$ cat config.mk
export PLATFORM = sky130hd
export DESIGN_NAME = uart_rx_flat
export DESIGN_NICKNAME = d
export VERILOG_FILES = /design/src/rtl/uart_rx_if.sv /design/src/rtl/uart_rx.sv /design/src/flat_wrapper.sv
export SDC_FILE = /design/constraint.sdc
export NUM_CORES = 1
export LEC_CHECK = 0
export ABC_AREA = 0
export CAP_MARGIN = 20
export CORE_MARGIN = 1.5
export CORE_UTILIZATION = 49
export DETAILED_ROUTE_END_ITERATION = 12
export PLACE_DENSITY = 0.89
export SYNTH_ARGS = -nofsm -noshare
export SYNTH_HDL_FRONTEND = slang
export SYNTH_SLANG_ARGS = --single-unit
$ cat constraint.sdc
create_clock -name wb_clk -period 4.32 [get_ports wb_clk]
set_input_delay 0.864 -clock wb_clk [delete_from_list [all_inputs] [get_ports wb_clk]]
set_output_delay 0.864 -clock wb_clk [all_outputs]
set_load 0.05 [all_outputs]
$ cat src/rtl/uart_rx_if.sv
// uart_rx_if: CPU data-bus slave signals of the UART receiver.
//   wb_dbus_adr/dat/sel/we/cyc : bus request, driven by the CPU (master)
//   rdt                        : read data, non-zero only while ack is high
//   ack                        : one-cycle acknowledge from the receiver (slave)
interface uart_rx_if;
    logic [31:0] wb_dbus_adr;
    logic [31:0] wb_dbus_dat;
    logic [3:0]  wb_dbus_sel;
    logic        wb_dbus_we;
    logic        wb_dbus_cyc;
    logic [31:0] rdt;
    logic        ack;

    modport master (
        output wb_dbus_adr, wb_dbus_dat, wb_dbus_sel, wb_dbus_we, wb_dbus_cyc,
        input  rdt, ack
    );

    modport slave (
        input  wb_dbus_adr, wb_dbus_dat, wb_dbus_sel, wb_dbus_we, wb_dbus_cyc,
        output rdt, ack
    );
endinterface

$ cat src/rtl/uart_rx.sv
// uart_rx: bus-mapped 8N1 UART receiver with 16x oversampling and a byte FIFO.
// Ports:
//   wb_clk  : clock
//   wb_rst  : asynchronous active-high reset
//   bus     : data-bus slave (adr bit 2: 0 = DATA, 1 = STATUS)
//   baud_en : one-cycle strobe at 16x the bit rate
//   rx      : serial input, asynchronous, idles high
//   ready   : receive FIFO not empty
// STATUS: bit0 ready, bit1 full, bit2 overrun (W1C), bit3 frame_err (W1C).
module uart_rx #(
    parameter int                AWIDTH = 8,
    parameter logic [AWIDTH-1:0] ADDR   = 8'h50,
    parameter int                DEPTH  = 4
) (
    input  logic     wb_clk,
    input  logic     wb_rst,
    uart_rx_if.slave bus,
    input  logic     baud_en,
    input  logic     rx,
    output logic     ready
);
    localparam int             PW      = $clog2(DEPTH);
    localparam logic [PW:0]    PTR_ONE = {{PW{1'b0}}, 1'b1};

    typedef enum logic [1:0] {
        IDLE  = 2'd0,
        START = 2'd1,
        DATA  = 2'd2,
        STOP  = 2'd3
    } state_t;

    state_t      state_r;
    logic [1:0]  sync_r;
    logic        armed_r;
    logic [3:0]  tick_r;
    logic [2:0]  bit_idx_r;
    logic [7:0]  shift_r;
    logic [7:0]  mem_r [DEPTH];
    logic [PW:0] wptr_r;
    logic [PW:0] rptr_r;
    logic        ready_r;
    logic        overrun_r;
    logic        frame_err_r;
    logic        ack_r;
    logic [31:0] rdt_r;
    logic        pop_pend_r;

    logic        rxs_s;
    logic        stop_sample_s;
    logic        push_req_s;
    logic        frame_set_s;
    logic        empty_s;
    logic        full_s;
    logic        pop_s;
    logic        do_push_s;
    logic        ovr_set_s;
    logic [PW:0] wptr_nxt_s;
    logic [PW:0] rptr_nxt_s;
    logic        match_s;
    logic        ack_next_s;
    logic        is_stat_s;
    logic        rd_s;
    logic        clr_s;
    logic [31:0] rd_val_s;
    logic        unused_s;

    assign rxs_s         = sync_r[1];
    assign stop_sample_s = (state_r == STOP) && baud_en && (tick_r == 4'd15);
    assign push_req_s    = stop_sample_s && rxs_s;
    assign frame_set_s   = stop_sample_s && !rxs_s;

    assign empty_s = (wptr_r == rptr_r);
    assign full_s  = (wptr_r[PW] != rptr_r[PW]) && (wptr_r[PW-1:0] == rptr_r[PW-1:0]);
    // The pop was decided when ack rose; it lands on the edge where ack falls.
    assign pop_s      = pop_pend_r && !empty_s;
    // A pop in the same cycle frees the slot, so a full FIFO still accepts the push.
    assign do_push_s  = push_req_s && (!full_s || pop_s);
    assign ovr_set_s  = push_req_s && full_s && !pop_s;
    assign wptr_nxt_s = do_push_s ? (wptr_r + PTR_ONE) : wptr_r;
    assign rptr_nxt_s = pop_s ? (rptr_r + PTR_ONE) : rptr_r;

    assign match_s    = (bus.wb_dbus_adr[31:32-AWIDTH] == ADDR);
    assign ack_next_s = bus.wb_dbus_cyc && match_s && !ack_r;
    assign is_stat_s  = bus.wb_dbus_adr[2];
    assign rd_s       = ack_next_s && !bus.wb_dbus_we;
    assign clr_s      = ack_next_s && bus.wb_dbus_we && bus.wb_dbus_sel[0] && is_stat_s;

    // Two-flop synchroniser for the asynchronous rx pin (idle level 1).
    always_ff @(posedge wb_clk or posedge wb_rst) begin
        if (wb_rst) begin
            sync_r <= 2'b11;
        end else begin
            sync_r <= {sync_r[0], rx};
        end
    end

    // Receive FSM: start detect, mid-bit sampling, byte assembly, stop check.
    always_ff @(posedge wb_clk or posedge wb_rst) begin
        if (wb_rst) begin
            state_r   <= IDLE;
            armed_r   <= 1'b0;
            tick_r    <= 4'd0;
            bit_idx_r <= 3'd0;
            shift_r   <= 8'd0;
        end else begin
            case (state_r)
                IDLE: begin
                    // Only a high-to-low transition starts a frame; a held-low
                    // line after a stop-bit error must go high first.
                    if (baud_en && armed_r && !rxs_s) begin
                        state_r <= START;
                        tick_r  <= 4'd0;
                    end else if (rxs_s) begin
                        armed_r <= 1'b1;
                    end
                end
                START: begin
                    if (baud_en) begin
                        if (tick_r == 4'd7) begin
                            tick_r    <= 4'd0;
                            bit_idx_r <= 3'd0;
                            state_r   <= rxs_s ? IDLE : DATA;
                        end else begin
                            tick_r <= tick_r + 4'd1;
                        end
                    end
                end
                DATA: begin
                    if (baud_en) begin
                        tick_r <= tick_r + 4'd1;
                        if (tick_r == 4'd15) begin
                            shift_r   <= {rxs_s, shift_r[7:1]};
                            bit_idx_r <= bit_idx_r + 3'd1;
                            if (bit_idx_r == 3'd7) begin
                                state_r <= STOP;
                            end
                        end
                    end
                end
                STOP: begin
                    if (baud_en) begin
                        tick_r <= tick_r + 4'd1;
                        if (tick_r == 4'd15) begin
                            state_r <= IDLE;
                            armed_r <= 1'b0;
                        end
                    end
                end
                default: begin
                    state_r <= IDLE;
                    armed_r <= 1'b0;
                end
            endcase
        end
    end

    // FIFO storage; contents are meaningless until the pointers say otherwise.
    always_ff @(posedge wb_clk) begin
        if (do_push_s) begin
            mem_r[wptr_r[PW-1:0]] <= shift_r;
        end
    end

    // FIFO pointers and the registered not-empty output.
    always_ff @(posedge wb_clk or posedge wb_rst) begin
        if (wb_rst) begin
            wptr_r  <= '0;
            rptr_r  <= '0;
            ready_r <= 1'b0;
        end else begin
            wptr_r  <= wptr_nxt_s;
            rptr_r  <= rptr_nxt_s;
            ready_r <= (wptr_nxt_s != rptr_nxt_s);
        end
    end

    // Sticky error flags, write-1-to-clear; a new event beats a clear.
    always_ff @(posedge wb_clk or posedge wb_rst) begin
        if (wb_rst) begin
            overrun_r   <= 1'b0;
            frame_err_r <= 1'b0;
        end else begin
            overrun_r   <= ovr_set_s   || (overrun_r   && !(clr_s && bus.wb_dbus_dat[2]));
            frame_err_r <= frame_set_s || (frame_err_r && !(clr_s && bus.wb_dbus_dat[3]));
        end
    end

    // Read-data mux, sampled on the edge that raises ack.
    always_comb begin
        rd_val_s = 32'd0;
        if (is_stat_s) begin
            rd_val_s = {28'd0, frame_err_r, overrun_r, full_s, !empty_s};
        end else if (!empty_s) begin
            rd_val_s = {24'd0, mem_r[rptr_r[PW-1:0]]};
        end else begin
            rd_val_s = 32'd0;
        end
    end

    // Bus response: single-cycle ack, rdt valid only with ack, pop scheduling.
    always_ff @(posedge wb_clk or posedge wb_rst) begin
        if (wb_rst) begin
            ack_r      <= 1'b0;
            rdt_r      <= 32'd0;
            pop_pend_r <= 1'b0;
        end else begin
            ack_r      <= ack_next_s;
            rdt_r      <= rd_s ? rd_val_s : 32'd0;
            pop_pend_r <= rd_s && !is_stat_s && !empty_s;
        end
    end

    assign bus.ack = ack_r;
    assign bus.rdt = rdt_r;
    assign ready   = ready_r;

    assign unused_s = ^{bus.wb_dbus_adr[31-AWIDTH:3], bus.wb_dbus_adr[1:0],
                        bus.wb_dbus_dat[31:4], bus.wb_dbus_dat[1:0],
                        bus.wb_dbus_sel[3:1]};
endmodule

$ cat src/flat_wrapper.sv
// flat-port wrapper written by rule: the top's interface ports become plain ports
module uart_rx_flat 
#(
    parameter int                AWIDTH = 8,
    parameter logic [AWIDTH-1:0] ADDR   = 8'h50,
    parameter int                DEPTH  = 4
)
  (wb_clk, wb_rst, baud_en, rx, ready, bus_wb_dbus_adr, bus_wb_dbus_dat, bus_wb_dbus_sel, bus_wb_dbus_we, bus_wb_dbus_cyc, bus_rdt, bus_ack);
  uart_rx_if bus_i ();
  input  logic wb_clk;
  input  logic wb_rst;
  input  logic baud_en;
  input  logic rx;
  output logic ready;
  input wire logic [$bits(bus_i.wb_dbus_adr)-1:0] bus_wb_dbus_adr;
  input wire logic [$bits(bus_i.wb_dbus_dat)-1:0] bus_wb_dbus_dat;
  input wire logic [$bits(bus_i.wb_dbus_sel)-1:0] bus_wb_dbus_sel;
  input wire logic [$bits(bus_i.wb_dbus_we)-1:0] bus_wb_dbus_we;
  input wire logic [$bits(bus_i.wb_dbus_cyc)-1:0] bus_wb_dbus_cyc;
  output wire logic [$bits(bus_i.rdt)-1:0] bus_rdt;
  output wire logic [$bits(bus_i.ack)-1:0] bus_ack;
  assign bus_i.wb_dbus_adr = bus_wb_dbus_adr;
  assign bus_i.wb_dbus_dat = bus_wb_dbus_dat;
  assign bus_i.wb_dbus_sel = bus_wb_dbus_sel;
  assign bus_i.wb_dbus_we = bus_wb_dbus_we;
  assign bus_i.wb_dbus_cyc = bus_wb_dbus_cyc;
  assign bus_rdt = bus_i.rdt;
  assign bus_ack = bus_i.ack;
  uart_rx #(.AWIDTH(AWIDTH), .ADDR(ADDR), .DEPTH(DEPTH)) u_core (.wb_clk(wb_clk), .wb_rst(wb_rst), .bus(bus_i), .baud_en(baud_en), .rx(rx), .ready(ready));
endmodule
==> flow_summary.rst, run 1 <==
.. list-table::
   :header-rows: 1

   * - Metric
     - Value
   * - GRT Resource Usage Total
     - 16.0%
   * - 1st-iter DRT viols
     - 138
   * - Number of synthesized register bits
     - 71
   * - Dpl hpwl
     - 3720 um
   * - Area taken by flip-flops and latches
     - 1940 sq um
   * - 1st-pass router iterations
     - 4
   * - Clk Latency, worst-skew pair
     - 0.33 ns
   * - Global-route wire length before repair
     - 8630 um
   * - Final-report hold violation count
     - 0
   * - Count of pins over their slew limit
     - 0
   * - Width of the chip
     - 84.1 um
   * - Element type at the critical path end
     - register
   * - Number of flops mapped to enable cells by yosys
     - 32
   * - Endpoints failing setup
     - 0
   * - Post-synth top area share
     - 29.8%
   * - Count of warnings emitted by yosys
     - 0
   * - Sequential-to-total area share from yosys stat
     - 60.2%
   * - Status
     - complete, no violations
   * - Area of the multi-input gates
     - 1130 sq um
   * - Number of global-route vias before repair
     - 1,841
   * - Antenna diode instance count
     - 0
   * - Clock tree from TritonCTS
     - yes
   * - Initial antenna violation count
     - 0
   * - Signed area change from the synthesized netlist to the final layout
     - 13.6%
   * - Postcts setup bufs
     - 0
   * - Post-synth top area cell
     - sky130_fd_sc_hd__edfxtp_1
   * - Number of nets at the end of the flow
     - 373
   * - Number of CTS-inserted buffers
     - 9
   * - Setup Total Neg Slack
     - 0 ns
   * - Count of input and output buffers
     - 27
   * - CP max stage delay
     - 0.57 ns
   * - Kind of start point of the critical path
     - input pin
   * - Worst relative slew slack
     - 54.6%
   * - Share of final-layout standard cells stronger than drive strength 1
     - 11.5%
   * - # fillers
     - 484
   * - Number of sinks handled by clock tree synthesis
     - 71
   * - Top FF cell, synth
     - sky130_fd_sc_hd__dfrtp_1
   * - Largest voltage drop on the vdd net
     - 0.000206 V
   * - Cell Count, Final, Fillers Out
     - 373
   * - Starting density of the core
     - 50.7%
   * - Worst EP arrival
     - 2.54 ns
   * - Data required time of the critical path
     - 4.31 ns
   * - Cells along the critical path
     - clkdlybuf4s50_1 -> nand4_1 -> nor2_1 -> and3_1
   * - Share of async-settable or async-resettable flops after synthesis
     - 54.9%
   * - Setup Skew
     - 0.00619 ns
   * - Top Ports
     - 108
   * - Most used standard cell by instance count after synthesis
     - sky130_fd_sc_hd__dfrtp_1
   * - H-tree levels
     - 3
   * - Post-route DRC
     - 0
   * - Post-cts sizing count
     - 0
   * - Delay-heaviest family, CP
     - simple AND/OR/NAND/NOR gates
   * - Pin count of the biggest net entering global routing
     - 40
   * - Core Footprint
     - 6350 sq um
   * - Measured slew at the worst slew-check pin
     - 0.682 ns
   * - Total wire length after detailed routing
     - 5300 um
   * - Synth top area cells
     - sky130_fd_sc_hd__edfxtp_1, sky130_fd_sc_hd__dfrtp_1, sky130_fd_sc_hd__buf_4
   * - Worst Path Class, Setup
     - in -> reg
   * - Crit-path max FO
     - 8
   * - Antenna violation net count after detailed routing
     - 0
   * - Die Height
     - 84.1 um
   * - Remaining Overflow, GRT
     - 0
   * - CTS clock-pin slew for the worst setup and hold paths
     - 0.07 ns
   * - Slowest library cell on the worst path
     - sky130_fd_sc_hd__clkdlybuf4s50_1
   * - Final min period
     - 2.55 ns
   * - Routed wire length per instance
     - 14.2 um
   * - RSZ-0062 raised after global routing
     - no
   * - Placed instance count
     - 357
   * - Total die area
     - 7070 sq um
   * - Final Wtd Congestion
     - 0.779
   * - Power per Cell Area
     - 388 nW/um^2
   * - Bufs and invs on worst path
     - 1
   * - Post-Syn Area
     - 3220 sq um
   * - R2r setup slk
     - 1.95 ns
   * - Static power due to leakage
     - 1.56 nW
   * - Number of maximum-capacitance violations
     - 0
   * - Number of buffers added to fix hold violations after cts
     - 0
   * - Clock Path Buffers
     - 2
   * - Vias per cell
     - 5.19
   * - Unique cell type count in the Yosys netlist
     - 42
   * - Fraction of the cycle the final worst path needs
     - 59.1%
   * - Clock tree root buffer cell
     - sky130_fd_sc_hd__clkbuf_8
   * - Fmax
     - 0.392 GHz
   * - Classification of the worst-slack hold path
     - reg -> reg
   * - Via count of the routed design
     - 1,937
   * - Synth cell count leaders
     - sky130_fd_sc_hd__dfrtp_1, sky130_fd_sc_hd__nand2_1, sky130_fd_sc_hd__edfxtp_1
   * - Post-synthesis cell count
     - 257
   * - Post-synthesis area per instance
     - 12.5 sq um
   * - Rows
     - 29
## power breakdown
part	leakage [nW]	switching, W	internal, W
sequential	0.845	0.0000541	0.000734
clock	0.0797	0.000235	0.000205
combinational	0.634	0.000124	0.0000678
total	1.56	0.000413	0.00101
## cell families after synthesis
group / after synthesis / synth area share [%]
xor+xnor: 12 / 3.69
mux: 12 / 6.91
buf+inv: 39 / 7.38
flops: 71 / 60.2
compound gates: 29 / 5.32
fa+ha+maj: 8 / 3.11
other cells: 1 / 0.116
simple gates: 85 / 13.3
## registers in the layout, indices dropped and copies added, names as in the netlist, named ones only
register	cells
u_core.pop_pend_r	1
u_core.overrun_r	1
u_core.wptr_r	3
u_core.ready	1
u_core.bus.rdt	8
u_core.mem_r	32
u_core.rptr_r	3
u_core.sync_r	2
u_core.bus.ack	1
u_core.bit_idx_r	3
u_core.state_r	1
u_core.tick_r	4
u_core.frame_err_r	1
u_core.armed_r	1
u_core.shift_r	8
## cell type report
class / count / area share, %
flip-flops and latches: 71 / 53.0
repair buffers: 30 / 8.00
clock inverters: 6 / 1.03
multi-input cells: 170 / 30.9
clock buffers: 10 / 3.49
inverters: 9 / 0.923
well taps: 77 / 2.63
## stage by stage
| stage | worst slack (ns) | utilization [%] | instance area (sq um) | hold WS [ns] | power (W) |
|---|---|---|---|---|---|
| after floorplan | 1.93 | - | 3310 | 0.345 | 0.000959 |
| after global placement | 1.51 | 55.0 | 3490 | 0.346 | 0.000981 |
| after detailed placement | 1.44 | 55.0 | 3490 | 0.352 | 0.000993 |
| after CTS | 1.80 | 57.6 | 3660 | 0.363 | 0.00143 |
| final | 1.77 | 57.6 | 3660 | 0.358 | 0.00142 |
| after global routing | 1.67 | 57.6 | 3660 | 0.373 | 0.00149 |
## worst paths after layout
kind                                       start                 end  depth (start not counted)
worst max-delay path                     baud_en  u_core.mem_r[1][2]                          4
worst min-delay path            u_core.sync_r[0]    u_core.sync_r[1]                          0
worst max register to register  u_core.rptr_r[0]        u_core.ready                          5
worst min register to register  u_core.sync_r[0]    u_core.sync_r[1]                          0
max in group asynchronous                 wb_rst    u_core.sync_r[0]                          3
min in group asynchronous                 wb_rst    u_core.rptr_r[2]                          3
## layer usage
layer	GRT usage [%]	wire length (um)	vias to the layer above
met5	0	0	-
met4	7.30	72	0
met3	4.95	291	7
met2	26.6	2680	60
met1	18.9	2250	942
li1	-	-	928
## cell usage in the layout, fill, tap and decap left out, types with 2 or more instances in the layout
cell type and instances:
sky130_fd_sc_hd__nor4_1 3, sky130_fd_sc_hd__a21oi_1 7, sky130_fd_sc_hd__dfrtp_1 37, sky130_fd_sc_hd__nor3b_1 3, sky130_fd_sc_hd__o31ai_1 3, sky130_fd_sc_hd__conb_1 24, sky130_fd_sc_hd__xnor2_1 7, sky130_fd_sc_hd__mux2i_1 2
sky130_fd_sc_hd__mux4_2 8, sky130_fd_sc_hd__and3_1 3, sky130_fd_sc_hd__xor2_1 4, sky130_fd_sc_hd__o21ai_0 12, sky130_fd_sc_hd__clkinvlp_4 2, sky130_fd_sc_hd__clkinv_2 2, sky130_fd_sc_hd__nor3_1 4, sky130_fd_sc_hd__nor2b_1 5
sky130_fd_sc_hd__edfxtp_1 32, sky130_fd_sc_hd__buf_4 3, sky130_fd_sc_hd__nand2b_1 3, sky130_fd_sc_hd__ha_1 8, sky130_fd_sc_hd__mux2_2 2, sky130_fd_sc_hd__nand3_1 6, sky130_fd_sc_hd__or3_1 2, sky130_fd_sc_hd__nand4_1 2
sky130_fd_sc_hd__inv_1 9, sky130_fd_sc_hd__dfstp_2 2, sky130_fd_sc_hd__nand2_1 35, sky130_fd_sc_hd__clkbuf_8 9, sky130_fd_sc_hd__or2_2 3, sky130_fd_sc_hd__clkdlybuf4s50_1 27, sky130_fd_sc_hd__nor2_1 11
Power figures use the tool's default switching activity.
==> inputs of run 2 (changes only) <==
CORE_UTILIZATION = 41   (was 49)
PLACE_DENSITY = 0.8   (was 0.89)
clock period = 2.31 ns   (was 4.32 ns; I/O delays follow)
==> run 2 against run 1 <==
  * Clock skew up 0.0036 ns
  * Global-route usage down 1.7 points
  * Wire length up 1.2%
  * Largest power group unchanged
  * Critical path type is now reg -> reg
  * Sequential share of layout area down 2.8 points
  * Sequential power up 87%
  * Core utilization down 7.1 points
  * Clock power rose to 2.7 times the previous value
  * Die area up 19%
==> flow_summary.rst, run 2 (synthesis gave the netlist of run 1 again) <==
.. list-table::
   :header-rows: 1

   * - Metric
     - Value
   * - Status
     - complete, no violations
   * - Hold-critical path depth
     - 0
   * - Number of nets at the end of the flow
     - 381
   * - Worst Path Class, Setup
     - reg -> reg
   * - Reg-to-reg critical path startpoint
     - u_core.wptr_r[0]
   * - Reg-to-reg endpoint
     - u_core.ready
   * - Cells along the critical path
     - xor2_1 -> or4_4 -> and3_4 -> xnor3_1 -> nand4b_1
   * - GRT Resource Usage Total
     - 14.3%
   * - Element type at the critical path end
     - register
   * - Starting density of the core
     - 42.1%
   * - Fmax
     - 0.509 GHz
   * - Most frequent cells in the layout
     - sky130_fd_sc_hd__dfrtp_1, sky130_fd_sc_hd__nand2_1, sky130_fd_sc_hd__edfxtp_1
   * - Worst EP arrival
     - 2.24 ns
   * - Share of final-layout standard cells stronger than drive strength 1
     - 14.1%
   * - Hold slack final
     - 0.358 ns
   * - Signed area change from the synthesized netlist to the final layout
     - 20.0%
   * - Die Height
     - 91.6 um
   * - Most common library cell in the layout ignoring fill and taps
     - sky130_fd_sc_hd__dfrtp_1
   * - Slowest library cell on the worst path
     - sky130_fd_sc_hd__or4_4
   * - Number of maximum-capacitance violations
     - 0
   * - Antenna diode instance count
     - 0
   * - Power per Cell Area
     - 781 nW/um^2
   * - Routed length on met3
     - 335 um
   * - Delay-heaviest family, CP
     - simple AND/OR/NAND/NOR gates
   * - Worst relative slew slack
     - 65.1%
   * - Count of input and output buffers
     - 27
   * - R2r setup slk
     - 0.35 ns
   * - Data required time of the critical path
     - 2.58 ns
   * - Highest metal layer used by the detailed router
     - met4
   * - Core Footprint
     - 7650 sq um
   * - Clock Path Buffers
     - 2
   * - Post-route DRC
     - 0
   * - 1st-pass router iterations
     - 4
   * - CP max stage delay
     - 0.58 ns
   * - Max reg flops
     - 32
   * - Worst hold endpoint
     - u_core.sync_r[1]
   * - Via count of the routed design
     - 1,967
   * - Global-route wire length before repair
     - 8920 um
   * - Static power due to leakage
     - 1.65 nW
   * - Top Ports
     - 108
   * - CTS clock-pin slew for the worst setup and hold paths
     - 0.08 ns
   * - Post-layout power
     - 0.00302 W
   * - Wire length on met1
     - 2330 um
   * - 1st-iter DRT viols
     - 101
   * - Bufs and invs on worst path
     - 0
   * - Vias per cell
     - 4.84
   * - Cell Count, Final, Fillers Out
     - 406
   * - Endpoints failing setup
     - 0
   * - Remaining Overflow, GRT
     - 0
   * - Launch instance of the worst min-delay path
     - u_core.sync_r[0]
   * - Final min period
     - 1.96 ns
   * - Kind of start point of the critical path
     - register
   * - Number of buffers added to fix hold violations after cts
     - 0
   * - Setup Skew
     - 0.00981 ns
   * - Clock tree from TritonCTS
     - yes
   * - Initial antenna violation count
     - 0
   * - Measured slew at the worst slew-check pin
     - 0.519 ns
   * - Fraction of the cycle the final worst path needs
     - 85.0%
   * - Depth of the most critical reg-to-reg path
     - 5
   * - Clk Latency, worst-skew pair
     - 0.34 ns
   * - Pin count of the biggest net entering global routing
     - 40
   * - Clock tree root buffer cell
     - sky130_fd_sc_hd__clkbuf_8
   * - Final Wtd Congestion
     - 0.766
   * - Share of the core filled with cells in the final layout
     - 50.5%
   * - Postcts setup bufs
     - 0
   * - Met2 wirelength from detailed routing
     - 2640 um
   * - Dpl hpwl
     - 3680 um
   * - Count of pins over their slew limit
     - 0
   * - RSZ-0062 raised after global routing
     - no
   * - Largest voltage drop on the vdd net
     - 0.000302 V
   * - Width of the chip
     - 91.6 um
   * - Antenna violation net count after detailed routing
     - 0
   * - Placed instance count
     - 390
   * - Setup Total Neg Slack
     - 0 ns
   * - Total die area
     - 8400 sq um
   * - Total wire length after detailed routing
     - 5370 um
   * - Number of cells on the critical path
     - 5
   * - Number of global-route vias before repair
     - 1,900
   * - Crit-path max FO
     - 6
   * - Classification of the worst-slack hold path
     - reg -> reg
   * - Rows
     - 32
   * - Post-cts sizing count
     - 0
   * - H-tree levels
     - 3
   * - Routed wire length per instance
     - 13.2 um
   * - Final-report hold violation count
     - 0
   * - Number of sinks handled by clock tree synthesis
     - 71
   * - Number of CTS-inserted buffers
     - 9
[run 2: cell count changes in the layout (fill, tap and decap cells not counted), sizes merged]
cell	previous run	this run
clkbuf	10	9
bufinv	0	3
clkinvlp	2	1
clkinv	4	2
inv	9	10
buf	3	11
[run 2: routing by layer]
metal	vias to the layer above	global-route usage (%)
met3	6	4.98
met4	0	7.03
met5	-	0
li1	944	-
met2	61	22.3
met1	956	17.6
[run 2: where the power goes]
group	internal (W)	switching, W	total, W
Clock	0.000719	0.000465	0.00118
Combinational	0.000133	0.000231	0.000365
Sequential	0.00137	0.0000992	0.00147
Total	0.00222	0.000795	0.00302
[run 2: worst max-delay path by stage]
stage | from | end
finish | u_core.wptr_r[0] | u_core.ready
global route | u_core.tick_r[0] | u_core.ready
CTS | u_core.bus.ack | bus_ack
detailed placement | baud_en | u_core.ready
global placement | bus_wb_dbus_adr[30] | u_core.bus.rdt[6]
floorplan | u_core.tick_r[0] | u_core.mem_r[3][0]
[run 2: metrics by stage]
stage | instance area, sq um | worst slack (ns)
floorplan | 3310 | 0.187
global placement | 3620 | 0.145
global route | 3860 | 0.248
CTS | 3860 | 0.333
finish | 3860 | 0.347
detailed placement | 3620 | 0.130
[run 2: area by class of cell]
| class | count | area, sq um |
|---|---|---|
| clock buffers | 9 | 124 |
| multi-input cells | 170 | 1130 |
| flip-flops and latches | 71 | 1940 |
| clock inverters | 7 | 119 |
| repair buffers | 38 | 390 |
| inverters | 9 | 33.8 |
| fillers | 659 | 3780 |
| well taps | 102 | 128 |
